===== src/rtl/fmad_issue.sv =====
// Single-outstanding command sequencer in front of the fmad datapath: holds operands
// for the pipeline latency, captures the result, and keeps sticky IEEE exception flags.
module fmad_issue #(
   parameter int unsigned LATENCY = 4,
   parameter int unsigned TAG_W   = 4
) (
   input  logic             clk,
   input  logic             reset,
   input  logic             cmd_valid,
   output logic             cmd_ready,
   input  logic [31:0]      cmd_op,
   input  logic [31:0]      cmd_x,
   input  logic [31:0]      cmd_y,
   input  logic [31:0]      cmd_z,
   input  logic [31:0]      cmd_w,
   input  logic [TAG_W-1:0] cmd_tag,
   output logic             fma_req,
   output logic [31:0]      fma_command,
   output logic [31:0]      fma_x,
   output logic [31:0]      fma_y,
   output logic [31:0]      fma_z,
   output logic [31:0]      fma_w,
   input  logic [31:0]      fma_rslt,
   input  logic [4:0]       fma_flag,
   output logic             resp_valid,
   input  logic             resp_ready,
   output logic [31:0]      resp_rslt,
   output logic [4:0]       resp_flag,
   output logic [TAG_W-1:0] resp_tag,
   output logic [4:0]       fflags,
   input  logic             fflags_clr,
   output logic             busy
);

   typedef enum logic [1:0] {IDLE, ISSUE, WAIT, DONE} state_t;

   localparam logic [4:0] FLAG_NV = 5'b10000;

   state_t     state, state_nxt;
   logic [3:0] cnt;
   logic       accept;
   logic       op_known;
   logic       capture;
   logic [4:0] ff_new;

   always_comb begin
      state_nxt  = state;
      cmd_ready  = 1'b0;
      fma_req    = 1'b0;
      resp_valid = 1'b0;
      accept     = 1'b0;
      op_known   = (cmd_op == 32'd1) || (cmd_op == 32'd13);
      capture    = 1'b0;
      case (state)
         IDLE: begin
            cmd_ready = 1'b1;
            if (cmd_valid) begin
               accept    = 1'b1;
               state_nxt = op_known ? ISSUE : DONE;
            end
         end
         ISSUE: begin
            fma_req   = 1'b1;
            state_nxt = WAIT;
         end
         WAIT: begin
            if (cnt == 4'(LATENCY)) begin
               capture   = 1'b1;
               state_nxt = DONE;
            end
         end
         DONE: begin
            resp_valid = 1'b1;
            if (resp_ready) state_nxt = IDLE;
         end
         default: state_nxt = IDLE;
      endcase
   end

   // Unknown ops report NV; only scalar FMA results feed the sticky flags.
   always_comb begin
      ff_new = '0;
      if (capture && fma_command == 32'd1) ff_new = fma_flag;
      if (accept && !op_known)             ff_new = FLAG_NV;
   end

   assign busy = (state != IDLE);

   always_ff @(posedge clk or posedge reset) begin
      if (reset) begin
         state       <= IDLE;
         cnt         <= '0;
         fma_command <= '0;
         fma_x       <= '0;
         fma_y       <= '0;
         fma_z       <= '0;
         fma_w       <= '0;
         resp_rslt   <= '0;
         resp_flag   <= '0;
         resp_tag    <= '0;
         fflags      <= '0;
      end else begin
         state <= state_nxt;
         if (state == ISSUE)     cnt <= 4'd1;
         else if (state == WAIT) cnt <= cnt + 4'd1;
         else if (state == IDLE) cnt <= '0;
         if (accept) begin
            fma_command <= cmd_op;
            fma_x       <= cmd_x;
            fma_y       <= cmd_y;
            fma_z       <= cmd_z;
            fma_w       <= cmd_w;
            resp_tag    <= cmd_tag;
            if (!op_known) begin
               resp_rslt <= '0;
               resp_flag <= FLAG_NV;
            end
         end
         if (capture) begin
            resp_rslt <= fma_rslt;
            resp_flag <= fma_flag;
         end
         // A clear colliding with new flags keeps only the new flags.
         if (fflags_clr) fflags <= ff_new;
         else            fflags <= fflags | ff_new;
      end
   end

endmodule


===== config.mk =====
export PLATFORM = sky130hd
export DESIGN_NAME = fmad_issue
export DESIGN_NICKNAME = d
export VERILOG_FILES = /design/src/rtl/fmad_issue.sv
export SDC_FILE = /design/constraint.sdc
export NUM_CORES = 1
export LEC_CHECK = 0
export BUFFER_PORTS_ARGS = -buffer_cell sky130_fd_sc_hd__buf_4
export CORE_AREA = 2 2 160 162
export CTS_CLUSTER_DIAMETER = 200
export DETAILED_ROUTE_END_ITERATION = 8
export DIE_AREA = 0 0 162 164
export SLEW_MARGIN = 10
export SYNTH_ARGS = -nofsm -noshare
export SYNTH_HDL_FRONTEND = slang
export SYNTH_SLANG_ARGS = --single-unit
export TNS_END_PERCENT = 100

===== constraint.sdc =====
create_clock -name clk -period 9 [get_ports clk]
set_clock_uncertainty 0.15 [all_clocks]
set_input_delay 1.8 -clock clk [delete_from_list [all_inputs] [get_ports clk]]
set_output_delay 1.8 -clock clk [all_outputs]
set_load 0.005 [all_outputs]

Yosys cells after proc, flatten, opt, wreduce, memory -nomap -nowiden --
Index checks and enable logic that the tools add are counted.
Word-level totals: input bits 206, register bits after elaboration 212, word-level logic and storage cells 58
Operators by class: mux-type cells 24, equality and inequality tests 11, bitwise gates (word level) 1, reduce and logical (&&, ||, !) cells 10, $add $sub $neg 1
Operators by type and width (number):
- 2-to-1 mux 32 bit | 3
- equality test 32 x 1 -> 1 bit, second input constant | 2
- equality test 32 x 4 -> 1 bit, second input constant | 1
- 2-to-1 mux 5 bit | 6
- 2-to-1 mux 4 bit | 3
- 2-to-1 mux 2 bit | 4
- case mux 2 bit (4 select lines) | 1
- 2-to-1 mux 1 bit | 7
- inequality test 2 bit, second input constant | 3
- OR 5 bit | 1
- adder 4 x 1 -> 4 bit, second input constant | 1
- equality test 2 bit, second input constant | 2
- equality test 4 x 3 -> 1 bit, second input constant | 1
- nonzero test 2 bit | 2
- AND reduction 3 bit | 1
- nonzero test 3 bit | 1
- equality test 2 x 1 -> 1 bit, second input constant | 1
- logical AND 1 bit | 2
- zero test 2 bit | 1
- inequality test 2 x 1 -> 1 bit, second input constant | 1
- AND reduction 2 bit | 1
- zero test 1 bit | 1
- logical OR 1 bit | 1

Longest topological paths before layout --
Gate-level depths: netlist of the first run.
word-level depth 8, depth in mapped cells 8

Least setup slack after synthesis of the first run --
Ideal clock, no wire load.
path kind input to register, from input cmd_op[13], to register fflags[1], required time 8749 ps, cell stages on the path 5, library setup time 101 ps, buffers on the path 1, slack 5718 ps, arrival time 3031 ps, path through or4_1 nor3_2 a31oi_2 buf_6 o32ai_1
On the way: cells in the longest elaborated chain, start to end 7
RTL lines:
- start, declared | RTL line 11 | input logic [31:0] cmd_op,
- equality test 32 x 1 -> 1 bit / equality test 32 x 4 -> 1 bit (equally long branches) | RTL line 52 | op_known = (cmd_op == 32'd1) || (cmd_op == 32'd13);
- logical OR 1 bit * | RTL line 52
- zero test 1 bit *
- logical AND 1 bit * | RTL line 84 | if (accept && !op_known) ff_new = FLAG_NV;
- 2-to-1 mux 5 bit * | RTL line 84
- OR 5 bit | RTL line 125 | else fflags <= fflags | ff_new;
- 2-to-1 mux 5 bit * | RTL line 124 | if (fflags_clr) fflags <= ff_new;
- end signal, assigned | RTL line 124
- end signal, assigned | RTL line 125
- end, declared | RTL line 30 | output logic [4:0] fflags,
Mark *: on every way between the ends. The rest lies on a longest branch, timed or not. A chain may end at the register's enable or synchronous reset.

Worst setup path after layout of the first run --
from input cmd_op[9], to register fflags[4]
The elaborated chain is that of the path after synthesis.

==> flow_metrics.tcl, run 1 <==
set metrics [dict create \
    fill_cells 2230 \
    status "complete, no violations" \
    vias 6162 \
    grt_pass1_vias 6364 \
    fin_nets 1191 \
    routabilityCongestion 0.764 \
    slew_violations 0 \
    drt_wl_total_microns 24800 \
    fmax_ghz 0.281 \
    yosysSeqAreaShare_pct 63.5 \
    slew-limit-headroom_pct 30.9 \
    clockBufferDepth 3 \
    max-vdd-ir-drop_uv 220 \
    cp_common_cell "buf_4" \
    synth_top_area_cell "dfrtp_1" \
    ys.flop_type "dfrtp_1" \
    track_usage_pct 17.6 \
    hold_buffers 0 \
    post_cts_resized 0 \
    clock_power_share_pct 22.8 \
    synth_cell_type_count 34 \
    crit_path_max_fanout 42 \
    tightest_slew_ns 1.03 \
    synth.top_cells.by_count "dfrtp_1 (212), mux2_2 (166), a21oi_1 (33)" \
    fin_setup_tns_ns 0 \
    netlist_top_cells_area "dfrtp_1 (63%), mux2_2 (22%), mux2i_1 (3.8%)" \
    slowest_stage "nor4_1" \
    tritoncts "built" \
    ys_async_sr_fraction_pct 100 \
    syn2layout_area_growth_pct 50.6 \
    numPortBuffers 415 \
    path_clk_slew_ns 0.05 \
    dr_wl_met3_microns 2550 \
    power_leakage_nw 6.37 \
    power.switching_mw 1.21 \
    cts.sink_count 212 \
    numCtsBuffers 25 \
    slowest_delay_ns 0.73 \
    die_h_microns 164 \
    antenna_found_initial 0 \
    die-area_sq_um 26600 \
    p_sw_share_pct 29.2 \
    dr.pass1.iters 4 \
    ys_warn_count 0 \
    period_share_pct 39.6 \
    p_comb_share_pct 37.4 \
    endpoint_kind "flop" \
    rsz0062_at_grt "no" \
    hp-class "reg2reg" \
    power.share.sequential_pct 39.7 \
    cp_num_buf_inv 2 \
    die_x_microns 162 \
    core_sq_um 24800 \
    met1_length_microns 9550 \
    cts_root_buf "clkbuf_16" \
    drc 0 \
    cap_viol_max_count 0 \
    power_density_nw_per_um2 330 \
    synth_edf_count 0 \
    synth.avg_cell_area_sq_um 14.9 \
    clk_latency_ns 0.51 \
    top_layer "met4" \
    syn-cell-area_sq_um 8360 \
    r2r_slack_ns 6.19 \
    drive_gt1_share_pct 63.3 \
    wl_met2_microns 12100 \
    vias_per_cell 4.65 \
    crit_family "simple AND/OR/NAND/NOR gates" \
    fin_total_pwr_mw 4.15 \
    seqCellArea_sq_um 5310 \
    synth.most_common_cell "dfrtp_1" \
    setup_viol_count_final 0 \
    timing_worst_setup_path_type "in2reg" \
    drt_iter0_drc 295 \
    synth.top_cell.area_share_pct 63.5 \
    post_drt_wl_per_cell_microns 18.7 \
    start_kind "input port" \
    cp_cell_sequence "buf_4 -> nor4_1 -> and4_1 -> a31oi_4 -> buf_4 -> a311o_1" \
    cellInternalPower_mw 2.94 \
    grt_pass1_wl_microns 36600 \
    overflow 0 \
    multi_input_comb_area_sq_um 2890 \
    start_util_pct 33.7 \
    cp_data_arrival_time_ns 3.80 \
    syn_inst 560 \
    grt_max_degree 98 \
    dp_hpwl_microns 18500 \
    syn_nets 774 \
    rows 58 \
    drtAntennaViolNets 0 \
    cts_htree_levels 1 \
    hold_violations 0 \
    period_needed_ns 3.56 \
    cp.required_ns 9.23 \
    post_cts_buffers 0 \
    ys_ff_latch 212 \
    ioPinCount 416 \
]
==> through the flow <==
stage | utilization (%) | setup slack, ns | area, sq um | cells | hold WS [ns]
after floorplan | - | 1.26 | 8360 | 560 | 0.292
after global placement | 47.6 | 4.90 | 11800 | 1280 | 0.319
after detailed placement | 47.6 | 4.92 | 11800 | 1280 | 0.329
after CTS | 50.7 | 5.46 | 12600 | 1323 | 0.340
after global routing | 50.7 | 5.42 | 12600 | 1323 | 0.361
final | 50.7 | 5.44 | 12600 | 1324 | 0.333
==> routing by layer <==
layer / vias up / track usage (%)
met2: 284 / 29.8
li1: 2850 / -
met3: 39 / 6.41
met1: 2989 / 21.4
met4: 0 / 4.75
met5: - / 0
==> logic make-up (layout without fill, tap and decap cells) <==
| kind of cell | count (synthesis) | count (layout) | share of synthesized area (%) |
|---|---|---|---|
| AND/OR/NAND/NOR | 43 | 43 | 2.96 |
| flip-flops | 212 | 212 | 63.5 |
| XOR/XNOR | 1 | 1 | 0.105 |
| multiplexers | 198 | 198 | 26.2 |
| adder cells (fa/ha/maj) | 8 | 8 | 1.20 |
| buffers and inverters | 43 | 476 | 2.16 |
| other | 0 | 1 | 0 |
| AO/OA/AOI/OAI | 55 | 55 | 3.92 |
==> power by group through the flow <==
stage	clock network [mW]	registers, mW	logic (mW)
final	0.948	1.65	1.55
after CTS	0.984	1.65	1.58
after global placement	0	1.65	1.57
after floorplan	0	1.66	0.628
after detailed placement	0	1.66	1.58
after global routing	1.02	1.70	1.69
==> state kept, by name (all words and copies together), names as in the netlist <==
register / count
state: 2
resp_tag: 4
fma_z: 32
fma_x: 32
fma_command: 32
fma_w: 32
resp_rslt: 32
resp_flag: 5
cnt: 4
fflags: 5
fma_y: 32
==> cell usage in the layout (no fill, tap or decap), types with 2 or more instances in the layout <==
cell type,count
clkbuf_1,5
nor4b_1,2
a22oi_1,4
nand2_1,11
clkbuf_8,4
nor4_1,12
and4_1,3
mux2_2,166
nor2_1,4
clkbuf_16,25
mux2i_1,32
o32ai_1,4
inv_1,12
ha_1,8
clkinv_2,8
nand2b_1,2
dfrtp_1,212
o21ai_0,7
a21oi_1,33
buf_4,420
==> worst paths after layout <==
path	from	end	depth (start not counted)
worst max-delay path	cmd_op[9]	fflags[4]$_DFF_PP0_	6
max in group asynchronous	reset	resp_flag[4]$_DFFE_PP0P_	3
min in group asynchronous	reset	fma_command[13]$_DFFE_PP0P_	2
worst max register to register	state[0]$_DFFE_PP0P_	fflags[4]$_DFF_PP0_	7
worst min-delay path	cnt[3]$_DFFE_PP0P_	cnt[3]$_DFFE_PP0P_	1
worst min register to register	cnt[3]$_DFFE_PP0P_	cnt[3]$_DFFE_PP0P_	1
==> final cells by class <==
cell class              instances  share of cell area [%]
flip-flops and latches        212                    42.1
repair buffers                420                    25.0
multi-input cells             305                    23.0
clock buffers                  34                    5.55
well taps                     330                    3.28
clock inverters                 9                   0.556
inverters                      13                   0.447
diodes                          1                  0.0199
Note: power is estimated with default switching activity, not from simulation.
==> run 2, diff against run 1 <==
Clock period 9 ns to 3.6 ns, I/O delays scaled along.
==> run 2 against run 1 <==
Clock power grew to 2.5 times the previous value. Die area is the same. Register-to-register slack got worse by 5.2 ns. Setup slack worse by 4.4 ns. Sequential share of layout area fell by 0.27 points. Highest routed layer unchanged.
==> flow_metrics.tcl, run 2 (same netlist as run 1, synthesis figures left out) <==
set metrics [dict create \
    status "complete, no violations" \
    die_x_microns 162 \
    dr.pass1.iters 4 \
    grt_max_degree 107 \
    start_util_pct 33.7 \
    hp-class "in2async" \
    vias_per_cell 4.60 \
    met1_length_microns 9390 \
    slew_violations 0 \
    cp.required_ns 3.80 \
    dp_hpwl_microns 18600 \
    drt_wl_total_microns 24500 \
    slowest_stage "buf_4" \
    r2r_end "resp_rslt[6]$_DFFE_PP0P_" \
    die-area_sq_um 26600 \
    fin_nets 1195 \
    whs_ns 0.232 \
    period_needed_ns 2.60 \
    drt_iter0_drc 230 \
    hold_violations 0 \
    rows 58 \
    die_h_microns 164 \
    setup_slack_ns 1.00 \
    fin_cells 1326 \
    power_leakage_nw 6.40 \
    overflow 0 \
    max-vdd-ir-drop_uv 457 \
    fmax_ghz 0.385 \
    routabilityCongestion 0.765 \
    drive_gt1_share_pct 63.4 \
    setup_viol_count_final 0 \
    ioPinCount 416 \
    numPortBuffers 415 \
    cts_htree_levels 1 \
    slowest_delay_ns 0.64 \
    crit_path_max_fanout 51 \
    top_layer "met4" \
    power_density_nw_per_um2 822 \
    numCtsBuffers 23 \
    tightest_slew_ns 0.819 \
    start_kind "flop" \
    reg2regPathDepth 7 \
    timing_worst_setup_path_type "reg2reg" \
    pre_cts_ws_ns 0.643 \
    cp_cell_sequence "inv_1 -> ha_1 -> inv_1 -> or2_2 -> buf_4 -> mux2i_1 -> a21oi_1" \
    diodes 0 \
    place_inst 1286 \
    endpoint_kind "flop" \
    cp_num_buf_inv 3 \
    grt_pass1_wl_microns 36200 \
    period_share_pct 72.2 \
    worstReg2RegStart "state[0]$_DFFE_PP0P_" \
    vias 6101 \
    clk_latency_ns 0.50 \
    antenna_found_initial 0 \
    r2r_slack_ns 1.00 \
    cp_data_arrival_time_ns 2.80 \
    core_sq_um 24800 \
    clockBufferDepth 3 \
    wl_met2_microns 12400 \
    cp_common_cell "inv_1" \
    path_clk_slew_ns 0.06 \
    slew-limit-headroom_pct 45.3 \
    tritoncts "built" \
    final_common_cell "buf_4" \
    crit_family "buffers and inverters" \
    post_drt_wl_per_cell_microns 18.5 \
    grt_pass1_vias 6267 \
    cts.sink_count 212 \
    drc 0 \
    cap_viol_max_count 0 \
    track_usage_pct 17.5 \
    rsz0062_at_grt "no" \
    mostFrequentLayoutCells "buf_4 (422), dfrtp_1 (212), mux2_2 (166)" \
    post_cts_resized 0 \
    cts_root_buf "clkbuf_16" \
    dr_wl_met3_microns 2250 \
    drtAntennaViolNets 0 \
    syn2layout_area_growth_pct 51.6 \
    hold_buffers 0 \
    post_cts_buffers 0 \
]
## run 2: cell count changes in the layout (fill, tap and decap cells not counted), sizes merged
cell,delta
buf,+6
bufinv,+2
clkbuf,-1
clkinv,-4
clkinvlp,+1
diode,-1
inv,-1
## run 2: how the worst max path moves through the flow
stage	from	end	slack, ns	depth (start not counted)
2_1_floorplan	reset	cnt[0]$_DFFE_PP0P_	-0.03	1
3_3_place_gp	cmd_op[13]	fflags[2]$_DFF_PP0_	0.68	6
3_5_place_dp	cmd_op[13]	fflags[2]$_DFF_PP0_	0.64	6
4_1_cts	state[0]$_DFFE_PP0P_	resp_rslt[7]$_DFFE_PP0P_	1.0	7
5_1_grt	state[0]$_DFFE_PP0P_	resp_rslt[8]$_DFFE_PP0P_	0.80	7
6_report	state[0]$_DFFE_PP0P_	resp_rslt[6]$_DFFE_PP0P_	1.00	7
## run 2: per-layer routing
metal	global-route usage, %	vias to the layer above
met5	0	-
met4	3.98	0
met3	5.86	28
met2	30.7	276
met1	20.9	2950
li1	-	2847
## run 2: cell type report
class | instances | area (sq um)
clock buffers | 33 | 653
clock inverters | 7 | 110
fillers | 2245 | 12100
inverters | 13 | 52.6
multi-input cells | 305 | 2890
flip-flops and latches | 212 | 5310
well taps | 330 | 413
repair buffers | 426 | 3250
## run 2: power breakdown
group	switching, mW	internal [mW]
registers	0.639	3.47
logic	1.44	2.47
clock network	0.929	1.47
## run 2: per-stage QoR
step                      setup TNS (ns)  utilization [%]  cell area (sq um)  power (mW)
after floorplan                    -5.55                -               8360        5.71
after global placement                 0             48.0              11900        8.08
after CTS                              0             51.1              12700        10.6
final                                  0             51.1              12700        10.4
after global routing                   0             51.1              12700        11.1
after detailed placement               0             48.0              11900        8.13
==> run 3, diff against run 2 <==
Clock period 3.6 ns to 2.24 ns, I/O delays scaled along.
==> run 3 against run 2 <==
Sequential power increased by 61%. Critical path depth down 3. Utilization grew 3.1 points. Die area unchanged. Combinational power grew 67%. Sequential share of layout area fell by 2.4 points. Clock-buffer cell count fell by 2. Non-clock buffer count grew 66. Hold slack worse by 0.21 ns. Final area up 6.1%. Critical endpoint is now busy. Largest cell class unchanged. Largest power group unchanged. Highest routed layer unchanged.
==> flow_metrics.tcl, run 3 (same netlist as run 1, synthesis figures left out) <==
set metrics [dict create \
    cts_root_buf "clkbuf_16" \
    worstReg2RegStart "fma_command[9]$_DFFE_PP0P_" \
    tightest_slew_ns 0.612 \
    start_kind "flop" \
    cp-endpoint "busy" \
    max-vdd-ir-drop_uv 705 \
    rows 58 \
    post_cts_buffers 0 \
    final_common_cell "buf_4" \
    dp_hpwl_microns 18900 \
    post_drt_wl_per_cell_microns 18.3 \
    seqCellArea_sq_um 5310 \
    cp.required_ns 1.64 \
    multi_input_comb_area_sq_um 2890 \
    period_needed_ns 2.15 \
    cts.sink_count 212 \
    reg2regPathDepth 5 \
    drtAntennaViolNets 0 \
    path_clk_slew_ns 0.06 \
    clk_latency_ns 0.51 \
    cts_htree_levels 1 \
    rsz0062_at_grt "no" \
    grt_pass1_vias 6808 \
    numPortBuffers 415 \
    crit_path_max_fanout 5 \
    status "complete, no violations" \
    grt_pass1_wl_microns 38200 \
    clockBufferDepth 3 \
    die_x_microns 162 \
    dr.pass1.iters 4 \
    r2r_slack_ns 0.18 \
    overflow 0 \
    post_cts_resized 0 \
    slew_violations 0 \
    start_util_pct 33.7 \
    vias 6422 \
    drc 0 \
    setup_viol_count_final 0 \
    setup_slack_ns 0.0934 \
    numCtsBuffers 24 \
    pre_cts_ws_ns -0.150 \
    ioPinCount 416 \
    fmax_ghz 0.466 \
    die-area_sq_um 26600 \
    timing_worst_setup_path_type "reg2out" \
    routabilityCongestion 0.749 \
    core_sq_um 24800 \
    hold_violations 0 \
    vias_per_cell 4.61 \
    power_density_nw_per_um2 1280 \
    antenna_found_initial 0 \
    grt_max_degree 73 \
    mostFrequentLayoutCells "buf_4 (425), dfrtp_1 (212), mux2_2 (166)" \
    finalCoreUtilization_pct 54.2 \
    drt_wl_total_microns 25500 \
    fill_cells 2180 \
    syn2layout_area_growth_pct 60.9 \
    diodes 0 \
    hp-class "in2reg" \
    drt_iter0_drc 285 \
    drive_gt1_share_pct 60.7 \
    period_share_pct 95.8 \
    final_cell_area_sq_um 13400 \
    tritoncts "built" \
    endpoint_kind "primary output" \
    postPlaceCellArea_sq_um 12100 \
    r2r_end "fflags[0]$_DFF_PP0_" \
    cp-startpoint "state[1]$_DFFE_PP0P_" \
    track_usage_pct 18.3 \
    power_leakage_nw 6.75 \
    fin_total_pwr_mw 17.2 \
    cap_viol_max_count 0 \
    die_h_microns 164 \
    cp_data_arrival_time_ns 1.55 \
    fin_setup_tns_ns 0 \
    slew-limit-headroom_pct 58.8 \
    fin_nets 1262 \
]
==> run 3: changes by cell type in the layout (fill, tap and decap cells not counted), sizes merged <==
cell	change
dlygate4sd3	+57
clkinvlp	+1
clkbuf	-2
clkinv	+3
buf	+9
==> run 3: timing repair <==
item,in CTS,in global routing
endpoints found under the setup margin,0,0
hold buffers,54,3
hold endpoints to repair,67,3
==> run 3: power breakdown <==
part           switching (mW)  total (mW)  internal [mW]
registers                1.05        6.63           5.58
logic                    2.40        6.54           4.14
clock network            1.57        4.08           2.50
total                    5.02        17.2           12.2
==> run 3: worst min-delay path by stage <==
stage                             startpoint                     to  slack [ns]  cells past startpoint
final                               cmd_y[0]   fma_y[0]$_DFFE_PP0P_        0.02                      2
after global routing               cmd_z[12]  fma_z[12]$_DFFE_PP0P_     0.00005                      2
after CTS                           cmd_w[9]   fma_w[9]$_DFFE_PP0P_     0.00005                      2
after detailed placement  cnt[3]$_DFFE_PP0P_     cnt[3]$_DFFE_PP0P_        0.32                      1
after global placement    cnt[3]$_DFFE_PP0P_     cnt[3]$_DFFE_PP0P_        0.32                      1
after floorplan           cnt[3]$_DFFE_PP0P_     cnt[3]$_DFFE_PP0P_        0.29                      1
==> run 3: worst max-delay path, stage by stage (launching register included) <==
cell and delay, ns:
dfrtp_1 0.42, inv_1 0.12, ha_1 0.29, inv_1 0.07
buf_4 0.13
==> run 3: layout make-up <==
class                           count  share of cell area (%)
Sequential cell                   212                    39.5
Timing Repair Buffer              492                    29.5
Multi-Input combinational cell    305                    21.5
Clock buffer                       31                    5.12
Tap cell                          330                    3.07
Clock inverter                     11                    1.01
Inverter                           13                   0.391
==> run 3: per-stage QoR <==
step                instances  hold WS, ns
floorplan                 560        0.292
global placement         1295        0.319
detailed placement       1295        0.322
CTS                      1391    0.0000497
global route             1394    0.0000547
finish                   1394       0.0227
==> run 3: layer usage <==
metal	up-vias	routed length, microns	global-route usage, %
li1	2976	-	-
met1	3128	9680	21.7
met2	280	12800	31.8
met3	38	2390	6.01
met4	0	640	5.35
met5	-	0	0
